==> config.mk <==
export PLATFORM = sky130hd
export DESIGN_NAME = mips_cpu_bus_mem_if_flat
export DESIGN_NICKNAME = d
export VERILOG_FILES = /design/src/rtl/mips_cpu_bus_mem_if_if.sv /design/src/rtl/mips_cpu_bus_mem_if.sv /design/src/flat_wrapper.sv
export SDC_FILE = /design/constraint.sdc
export NUM_CORES = 1
export LEC_CHECK = 0
export ABC_AREA = 1
export BUFFER_PORTS_ARGS = -buffer_cell sky130_fd_sc_hd__buf_2
export CAP_MARGIN = 20
export CORE_UTILIZATION = 50
export CTS_CLUSTER_SIZE = 14
export DETAILED_ROUTE_END_ITERATION = 12
export PLACE_DENSITY_LB_ADDON = 0.05
export RECOVER_POWER = 50
export SLEW_MARGIN = 5
export SYNTH_ARGS = -nofsm -noshare
export SYNTH_HDL_FRONTEND = slang
export SYNTH_SLANG_ARGS = --single-unit
==> constraint.sdc <==
create_clock -name clk -period 2.15 [get_ports clk]
set_input_delay 0.3225 -clock clk [delete_from_list [all_inputs] [get_ports clk]]
set_output_delay 0.3225 -clock clk [all_outputs]
set_load 0.005 [all_outputs]
==> src/rtl/mips_cpu_bus_mem_if_if.sv <==
// Signal bundle between the load/store unit, the core request port and the data memory bus.
// The master modport is the load/store unit; the slave modport is the core plus memory environment.
interface mips_cpu_bus_mem_if_if;
  logic        req_valid;
  logic        req_ready;
  logic        req_write;
  logic [1:0]  req_size;
  logic        req_signed;
  logic [31:0] req_addr;
  logic [31:0] req_wdata;
  logic        resp_valid;
  logic [31:0] resp_rdata;
  logic        resp_misaligned;
  logic [31:0] address;
  logic        read;
  logic        write;
  logic [3:0]  byteenable;
  logic [31:0] writedata;
  logic        waitrequest;
  logic [31:0] readdata;

  modport master (
    input  req_valid, req_write, req_size, req_signed, req_addr, req_wdata,
    input  waitrequest, readdata,
    output req_ready, resp_valid, resp_rdata, resp_misaligned,
    output address, read, write, byteenable, writedata
  );

  modport slave (
    output req_valid, req_write, req_size, req_signed, req_addr, req_wdata,
    output waitrequest, readdata,
    input  req_ready, resp_valid, resp_rdata, resp_misaligned,
    input  address, read, write, byteenable, writedata
  );
endinterface

==> src/rtl/mips_cpu_bus_mem_if.sv <==
// Single-outstanding load/store bus master: alignment check, lane steering, fixed-latency
// read capture and load-data extension.
module mips_cpu_bus_mem_if #(
  parameter int unsigned READ_LATENCY = 1
) (
  input logic                         clk,
  input logic                         reset_n,
  mips_cpu_bus_mem_if_if.master       bus
);

  typedef enum logic [1:0] {StIdle, StBus, StRwait, StResp} state_e;

  state_e      state_q, state_d;
  logic        read_q, read_d;
  logic        write_q, write_d;
  logic [31:0] address_q, address_d;
  logic [3:0]  be_q, be_d;
  logic [31:0] wd_q, wd_d;
  logic [1:0]  off_q, off_d;
  logic [1:0]  size_q, size_d;
  logic        signed_q, signed_d;
  logic [1:0]  cnt_q, cnt_d;
  logic        resp_valid_q, resp_valid_d;
  logic [31:0] resp_rdata_q, resp_rdata_d;
  logic        mis_q, mis_d;

  logic        req_misaligned;
  logic [3:0]  lane_be;
  logic [31:0] lane_wd;
  logic [31:0] rd_lane;
  logic [31:0] load_ext;

  // Request-side decode: size 2'b11 falls through to word handling.
  always_comb begin
    req_misaligned = 1'b0;
    lane_be        = 4'b1111;
    lane_wd        = bus.req_wdata;
    case (bus.req_size)
      2'b00: begin
        lane_be = 4'b0001 << bus.req_addr[1:0];
        lane_wd = {4{bus.req_wdata[7:0]}};
      end
      2'b01: begin
        req_misaligned = bus.req_addr[0];
        lane_be        = bus.req_addr[1] ? 4'b1100 : 4'b0011;
        lane_wd        = {2{bus.req_wdata[15:0]}};
      end
      default: begin
        req_misaligned = (bus.req_addr[1:0] != 2'b00);
      end
    endcase
  end

  // Load-side extraction uses the offset latched at request time.
  always_comb begin
    rd_lane  = bus.readdata >> {off_q, 3'b000};
    load_ext = bus.readdata;
    case (size_q)
      2'b00:   load_ext = {{24{signed_q & rd_lane[7]}}, rd_lane[7:0]};
      2'b01:   load_ext = {{16{signed_q & rd_lane[15]}}, rd_lane[15:0]};
      default: load_ext = bus.readdata;
    endcase
  end

  always_comb begin
    state_d      = state_q;
    read_d       = read_q;
    write_d      = write_q;
    address_d    = address_q;
    be_d         = be_q;
    wd_d         = wd_q;
    off_d        = off_q;
    size_d       = size_q;
    signed_d     = signed_q;
    cnt_d        = cnt_q;
    resp_rdata_d = resp_rdata_q;
    resp_valid_d = 1'b0;
    mis_d        = 1'b0;

    case (state_q)
      StIdle: begin
        if (bus.req_valid) begin
          if (req_misaligned) begin
            mis_d = 1'b1;
          end else begin
            state_d   = StBus;
            read_d    = ~bus.req_write;
            write_d   = bus.req_write;
            address_d = {bus.req_addr[31:2], 2'b00};
            be_d      = lane_be;
            wd_d      = lane_wd;
            off_d     = bus.req_addr[1:0];
            size_d    = bus.req_size;
            signed_d  = bus.req_signed;
          end
        end
      end
      StBus: begin
        if (!bus.waitrequest) begin
          read_d  = 1'b0;
          write_d = 1'b0;
          if (write_q) begin
            state_d      = StResp;
            resp_valid_d = 1'b1;
            resp_rdata_d = '0;
          end else begin
            state_d = StRwait;
            cnt_d   = 2'(READ_LATENCY - 1);
          end
        end
      end
      StRwait: begin
        if (cnt_q == 2'd0) begin
          state_d      = StResp;
          resp_valid_d = 1'b1;
          resp_rdata_d = load_ext;
        end else begin
          cnt_d = cnt_q - 2'd1;
        end
      end
      StResp: begin
        state_d = StIdle;
      end
      default: begin
        state_d = StIdle;
      end
    endcase
  end

  always_ff @(posedge clk or negedge reset_n) begin
    if (!reset_n) begin
      state_q      <= StIdle;
      read_q       <= 1'b0;
      write_q      <= 1'b0;
      address_q    <= '0;
      be_q         <= '0;
      wd_q         <= '0;
      off_q        <= '0;
      size_q       <= '0;
      signed_q     <= 1'b0;
      cnt_q        <= '0;
      resp_valid_q <= 1'b0;
      resp_rdata_q <= '0;
      mis_q        <= 1'b0;
    end else begin
      state_q      <= state_d;
      read_q       <= read_d;
      write_q      <= write_d;
      address_q    <= address_d;
      be_q         <= be_d;
      wd_q         <= wd_d;
      off_q        <= off_d;
      size_q       <= size_d;
      signed_q     <= signed_d;
      cnt_q        <= cnt_d;
      resp_valid_q <= resp_valid_d;
      resp_rdata_q <= resp_rdata_d;
      mis_q        <= mis_d;
    end
  end

  assign bus.req_ready       = (state_q == StIdle);
  assign bus.read            = read_q;
  assign bus.write           = write_q;
  assign bus.address         = address_q;
  assign bus.byteenable      = be_q;
  assign bus.writedata       = wd_q;
  assign bus.resp_valid      = resp_valid_q;
  assign bus.resp_rdata      = resp_rdata_q;
  assign bus.resp_misaligned = mis_q;

  a_rw_exclusive: assert property (@(posedge clk) disable iff (!reset_n) !(read_q && write_q));

  a_bus_hold: assert property (@(posedge clk) disable iff (!reset_n)
      (state_q == StBus && bus.waitrequest) |=>
      (state_q == StBus && $stable(address_q) && $stable(be_q) && $stable(wd_q) &&
       $stable(read_q) && $stable(write_q)));

endmodule

==> src/flat_wrapper.sv <==
// flat-port wrapper written by rule: the top's interface ports become plain ports
module mips_cpu_bus_mem_if_flat 
#(
  parameter int unsigned READ_LATENCY = 1
)
  (clk, reset_n, bus_req_valid, bus_req_write, bus_req_size, bus_req_signed, bus_req_addr, bus_req_wdata, bus_waitrequest, bus_readdata, bus_req_ready, bus_resp_valid, bus_resp_rdata, bus_resp_misaligned, bus_address, bus_read, bus_write, bus_byteenable, bus_writedata);
  mips_cpu_bus_mem_if_if bus_i ();
  input logic clk;
  input logic reset_n;
  input wire logic [$bits(bus_i.req_valid)-1:0] bus_req_valid;
  input wire logic [$bits(bus_i.req_write)-1:0] bus_req_write;
  input wire logic [$bits(bus_i.req_size)-1:0] bus_req_size;
  input wire logic [$bits(bus_i.req_signed)-1:0] bus_req_signed;
  input wire logic [$bits(bus_i.req_addr)-1:0] bus_req_addr;
  input wire logic [$bits(bus_i.req_wdata)-1:0] bus_req_wdata;
  input wire logic [$bits(bus_i.waitrequest)-1:0] bus_waitrequest;
  input wire logic [$bits(bus_i.readdata)-1:0] bus_readdata;
  output wire logic [$bits(bus_i.req_ready)-1:0] bus_req_ready;
  output wire logic [$bits(bus_i.resp_valid)-1:0] bus_resp_valid;
  output wire logic [$bits(bus_i.resp_rdata)-1:0] bus_resp_rdata;
  output wire logic [$bits(bus_i.resp_misaligned)-1:0] bus_resp_misaligned;
  output wire logic [$bits(bus_i.address)-1:0] bus_address;
  output wire logic [$bits(bus_i.read)-1:0] bus_read;
  output wire logic [$bits(bus_i.write)-1:0] bus_write;
  output wire logic [$bits(bus_i.byteenable)-1:0] bus_byteenable;
  output wire logic [$bits(bus_i.writedata)-1:0] bus_writedata;
  assign bus_i.req_valid = bus_req_valid;
  assign bus_i.req_write = bus_req_write;
  assign bus_i.req_size = bus_req_size;
  assign bus_i.req_signed = bus_req_signed;
  assign bus_i.req_addr = bus_req_addr;
  assign bus_i.req_wdata = bus_req_wdata;
  assign bus_i.waitrequest = bus_waitrequest;
  assign bus_i.readdata = bus_readdata;
  assign bus_req_ready = bus_i.req_ready;
  assign bus_resp_valid = bus_i.resp_valid;
  assign bus_resp_rdata = bus_i.resp_rdata;
  assign bus_resp_misaligned = bus_i.resp_misaligned;
  assign bus_address = bus_i.address;
  assign bus_read = bus_i.read;
  assign bus_write = bus_i.write;
  assign bus_byteenable = bus_i.byteenable;
  assign bus_writedata = bus_i.writedata;
  mips_cpu_bus_mem_if #(.READ_LATENCY(READ_LATENCY)) u_core (.clk(clk), .reset_n(reset_n), .bus(bus_i));
endmodule
# [After elaboration in Yosys (flattened, before gate mapping)]
# Cells that the tools add are included.
[totals] reg_bits=111 wordCells=77 in_bits=104
[classes] eq_ne=12 n_mux=33 n_shift=2 addsub=1 reduce_logical=12 bitwise_logic=4
[ops] operator="one-hot mux 32 bit (2 select lines)" n=3
[ops] operator="two-way mux 32 bit" n=3
[ops] operator=">> shifter 32 x 5 -> 16 bit" n=1
[ops] operator="AND reduction 4 bit" n=4
[ops] operator="two-way mux 2 bit" n=7
[ops] operator="two-way mux 1 bit" n=12
[ops] operator="!= test 2 bit, second input constant" n=5
[ops] operator="zero test 2 bit" n=4
[ops] operator="one-hot mux 1 bit (2 select lines)" n=4
[ops] operator="one-hot mux 2 bit (4 select lines)" n=1
[ops] operator="one-hot mux 4 bit (2 select lines)" n=1
[ops] operator="== test 2 x 1 -> 1 bit, second input constant" n=3
[ops] operator="nonzero test 2 bit" n=3
[ops] operator="== test 2 bit, second input constant" n=2
[ops] operator="two-way mux 4 bit" n=1
[ops] operator="!= test 2 x 1 -> 1 bit, second input constant" n=2
[ops] operator="one-hot mux 2 bit (2 select lines)" n=1
[ops] operator="left shift 1 x 2 -> 4 bit, first input constant" n=1
[ops] operator="AND reduction 3 bit" n=1
[ops] operator="AND 1 bit" n=2
[ops] operator="inverter 1 bit" n=2
[ops] operator="subtractor 2 x 1 -> 2 bit, second input constant" n=1

# [Logic depth before layout (Yosys ltp)]
[logic_depth] word_depth=5 depth_mapped=10 ltp_nobuf=9

# [Worst setup path before layout]
# OpenSTA, ideal clock, no wires.
[synth_path] path_kind="register to register" startpoint="reg u_core.state_q[1]" endpoint="reg u_core.resp_rdata_q[10], in the netlist u_core.bus.resp_rdata[10]" stages_incl_launch_ff=10 setup_time_ps=116 synth_period_minus_slack_ps=1557 required_time_ps=2034 t_arrival_ps=1440 slack_ps=593 cell_sequence="dfrtp_1 -> inv_1 -> ha_1 -> inv_2 -> or2_2 -> nand4_2 -> buf_6 -> nor2_1 -> nand2_1 -> nand2_1"
[synth_between] elab_chain_cells=3
[synth_rtl] element="start, declared" line_no="mips_cpu_bus_mem_if.sv:13" rtl="state_e state_q, state_d;"
[synth_rtl] element="start signal, assigned" line_no="mips_cpu_bus_mem_if.sv:132" rtl="state_q <= StIdle;"
[synth_rtl] element="start signal, assigned" line_no="mips_cpu_bus_mem_if.sv:146" rtl="state_q <= state_d;"
[synth_rtl] element="== test 2 x 1 -> 1 bit or == test 2 bit (tied branches)" line_no="mips_cpu_bus_mem_if.sv:80" rtl="case (state_q)"
[synth_rtl] element="!= test 2 x 1 -> 1 bit (no source line), or another cell as far along"
[synth_rtl] element="AND reduction 4 bit (no source line)"
[synth_rtl] element="end signal, assigned" line_no="mips_cpu_bus_mem_if.sv:157" rtl="resp_rdata_q <= resp_rdata_d;"
[synth_rtl] element="end, declared" line_no="mips_cpu_bus_mem_if.sv:24" rtl="logic [31:0] resp_rdata_q, resp_rdata_d;"
# Several ways; a longest one is shown, not always the timed one.
# A chain may end at the register's enable or synchronous reset.

# [Final worst setup path]
[layout_path] startpoint="reg u_core.state_q[0]" endpoint="reg u_core.resp_rdata_q[17], in the netlist u_core.bus.resp_rdata[17]"
# The elaborated chain is that of the path after synthesis.

==> flow_metrics.py <==
metrics = {
    "status": {
        "status": "finished, final reports clean",
    },
    "detailed_routing": {
        "drt-total-wl_mm": 15.0,
        "route.detailed.drc": 0,
        "wl_per_cell_um": 14.3,
        "num_vias": 5298,
        "ant_nets": 0,
        "viasPerCell": 5.05,
        "drt_iter0_markers": 315,
        "drt_first_pass_iters": 9,
    },
    "timing": {
        "fin_setup_tns_ns": 0,
        "period_minus_slack_ns": 1.97,
        "hold_viol": 0,
        "finalSetupViolations": 0,
        "whs_ns": 0.127,
        "clock.fmax_mhz": 508,
        "relSlewSlack": 0.155,
        "worst-slew-pin-transition_ns": 1.27,
        "skew_ns": 0.00629,
        "finalCritPeriodShare": 0.916,
        "drv_slew": 0,
        "rsz0062_at_grt": "false",
    },
    "placed_design": {
        "post-dp-hpwl_mm": 11.0,
        "place_congestion": 0.879,
        "port_buffers": 206,
    },
    "worst_setup_path": {
        "cp-start-kind": "flop",
        "path_class": "reg -> reg",
        "reg2reg_depth": 9,
        "rrSetupSlack_ns": 0.18,
        "rr_startpoint": "u_core.state_q[0]$_DFFE_PN0P_",
        "crit_fanout": 23,
        "crit_start": "u_core.state_q[0]$_DFFE_PN0P_",
        "worstReg2RegEnd": "u_core.bus.resp_rdata[17]$_DFFE_PN0P_",
        "endpoint_kind": "flop",
        "crit_arrival_ns": 2.28,
        "cp-endpoint": "u_core.bus.resp_rdata[17]$_DFFE_PN0P_",
        "worst_ep_required_time_ns": 2.47,
    },
    "clock_tree": {
        "cts-root-buf": "clkbuf_8",
        "clk_pin_slew_ns": 0.10,
        "cts_buffers": 9,
        "htree_levels": 3,
        "cts_tree": "built",
        "clock_path_buffers": 2,
        "clkLatencyLatePin_ns": 0.38,
        "cts_sinks": 111,
    },
    "logic_synthesis": {
        "synth_area_mm2": 0.00551,
        "synth_top_family_by_area": "simple AND/OR/NAND/NOR gates",
        "synthMuxAreaShare": 0,
        "ys_seq_area_frac": 0.504,
        "synthXorXnorAreaFrac": 0,
        "synthAdderAreaFrac": 0.0114,
        "postSynthCellCount": 715,
        "yosys_warnings": 0,
        "synthSimpleGateAreaFrac": 0.347,
        "ys_types": 35,
        "synth-async-reset-ratio": 1.00,
        "synth_edf_count": 0,
        "ys.flop_type": "dfrtp_1",
        "ys_ff_latch": 111,
        "synth_compound_area_frac": 0.0726,
        "syn_avg_cell_area_um2": 7.71,
    },
    "final_layout": {
        "layout_commonest_cell": "nand2_1",
        "antenna_cells": 0,
        "fillCellCount": 963,
        "nNetsFinal": 1018,
        "drive_above_1_share": 0.243,
        "area_delta_synth_final_pct": 23.4,
        "final_cell_mix": "322 x nand2_1, 172 x buf_2, 111 x dfrtp_1",
    },
    "die": {
        "die_x_um": 107,
        "die_h_um": 107,
        "fp-row-count": 37,
        "start_util": 0.524,
        "core-area_mm2": 0.0105,
        "io_pins": 209,
        "die-area_mm2": 0.0114,
    },
    "grt": {
        "grt_pass1_wl_mm": 23.9,
        "grt.total_usage": 0.267,
        "grt_overflow_total": 0,
        "antenna_found_initial": 0,
        "grt_pass1_vias": 5011,
        "grt_max_degree": 69,
    },
    "flow_run": {
        "max_cap_viol_count": 0,
    },
    "power": {
        "total_power_uw": 8670,
        "internal_power_uw": 5100,
        "p_per_area_mw_per_mm2": 1270,
        "vdd_drop_max_mv": 0.558,
        "power_leakage_uw": 0.00385,
        "share_seq_of_total_power": 0.401,
        "clockPowerShare": 0.165,
        "swShare": 0.412,
        "p_comb_frac": 0.434,
        "p_switching_uw": 3570,
    },
    "min_path": {
        "min_path_type": "in -> reg",
        "worstHoldStart": "bus_waitrequest",
    },
}
through the flow:
step	cell area, µm²	setup slack, ns	utilization	std cells
5_1_grt	6800	0.00986	0.647	1050
6_report	6800	0.181	0.647	1050
4_1_cts	6840	0.0752	0.651	1050
3_5_place_dp	6600	0.125	0.628	1033
2_1_floorplan	5520	0.593	-	716
3_3_place_gp	6600	0.250	0.628	1033
layer usage:
metal | wire length [µm] | global-route usage | share of wire | vias up
li1 | - | - | - | 2631
met1 | 6380 | 0.349 | 0.43 | 2455
met2 | 7220 | 0.433 | 0.48 | 193
met3 | 1150 | 0.0602 | 0.077 | 19
met4 | 235 | 0.104 | 0.016 | 0
met5 | 0 | 0 | 0 | -
what timing repair did:
item,in CTS,in global routing
hold buffers,1,0
endpoints found under the setup margin,0,32
setup buffers,0,0
gates resized for setup,0,1
endpoints found under the hold margin,44,0
registers in the layout (all words and copies together) (netlist names):
register and count:
u_core.bus.byteenable 4, u_core.bus.resp_valid 1, u_core.bus.resp_rdata 32, u_core.bus.read 1
u_core.cnt_q 2, u_core.bus.address 30, u_core.signed_q 1, u_core.state_q 2
u_core.off_q 2, u_core.bus.resp_misaligned 1, u_core.bus.writedata 32, u_core.bus.write 1
u_core.size_q 2
power by group through the flow:
stage,combinational (µW),sequential (µW),clock [µW]
finish,3760,3480,1430
global route,4280,3570,1530
CTS,3840,3460,1460
detailed placement,3840,3480,0
global placement,3740,3470,0
floorplan,2450,3450,0
Yosys cell counts, drive strengths merged (5+ instances only):
| cell type | number | share of area |
|---|---|---|
| buf | 30 | 0.042 |
| inv | 23 | 0.017 |
| nand3 | 44 | 0.044 |
| nand2 | 327 | 0.23 |
| ha | 5 | 0.011 |
| a21oi | 19 | 0.019 |
| dfrtp | 111 | 0.50 |
| o21ai | 49 | 0.044 |
| nor2 | 83 | 0.066 |
| nand4 | 6 | 0.0079 |
| clkbuf | 7 | 0.0050 |
layout make-up:
type | instances | area (µm²) | area share
clock buffer | 12 | 155 | 0.0228
sequential | 111 | 2780 | 0.408
inverter | 23 | 93.8 | 0.0138
tap | 136 | 170 | 0.0250
timing repair buffer | 219 | 1140 | 0.167
clock inverter | 4 | 76.3 | 0.0112
multi-input combinational | 545 | 2390 | 0.352
how the worst min path moves through the flow:
stage	endpoint	slack (ns)	depth (start not counted)
after detailed placement	u_core.bus.resp_valid$_DFF_PN0_	0.39	1
after floorplan	u_core.bus.address[10]$_DFFE_PN0P_	0.03	0
after global routing	u_core.bus.resp_valid$_DFF_PN0_	0.12	2
after global placement	u_core.bus.read$_DFFE_PN0P_	0.38	1
final	u_core.bus.resp_valid$_DFF_PN0_	0.13	2
after CTS	u_core.bus.address[7]$_DFFE_PN0P_	0.11	3
worst max-delay path: stages, from the launching register on:
cell and delay, ns:
dfrtp_1 0.41, inv_1 0.15, ha_1 0.32, o21ai_1 0.14, inv_1 0.14, nand4_2 0.26
buf_12 0.26, nor2_1 0.10, nand2_1 0.07, nand2_1 0.06
cells by family (layout without fill, tap and decap cells):
kind of cell | count (synthesis) | in the layout
AND/OR/NAND/NOR | 463 | 463
flip-flops | 111 | 111
AO/OA/AOI/OAI | 75 | 75
buffers and inverters | 60 | 258
adder cells (fa/ha/maj) | 5 | 5
other | 1 | 2
Power figures use the tool's default switching activity.
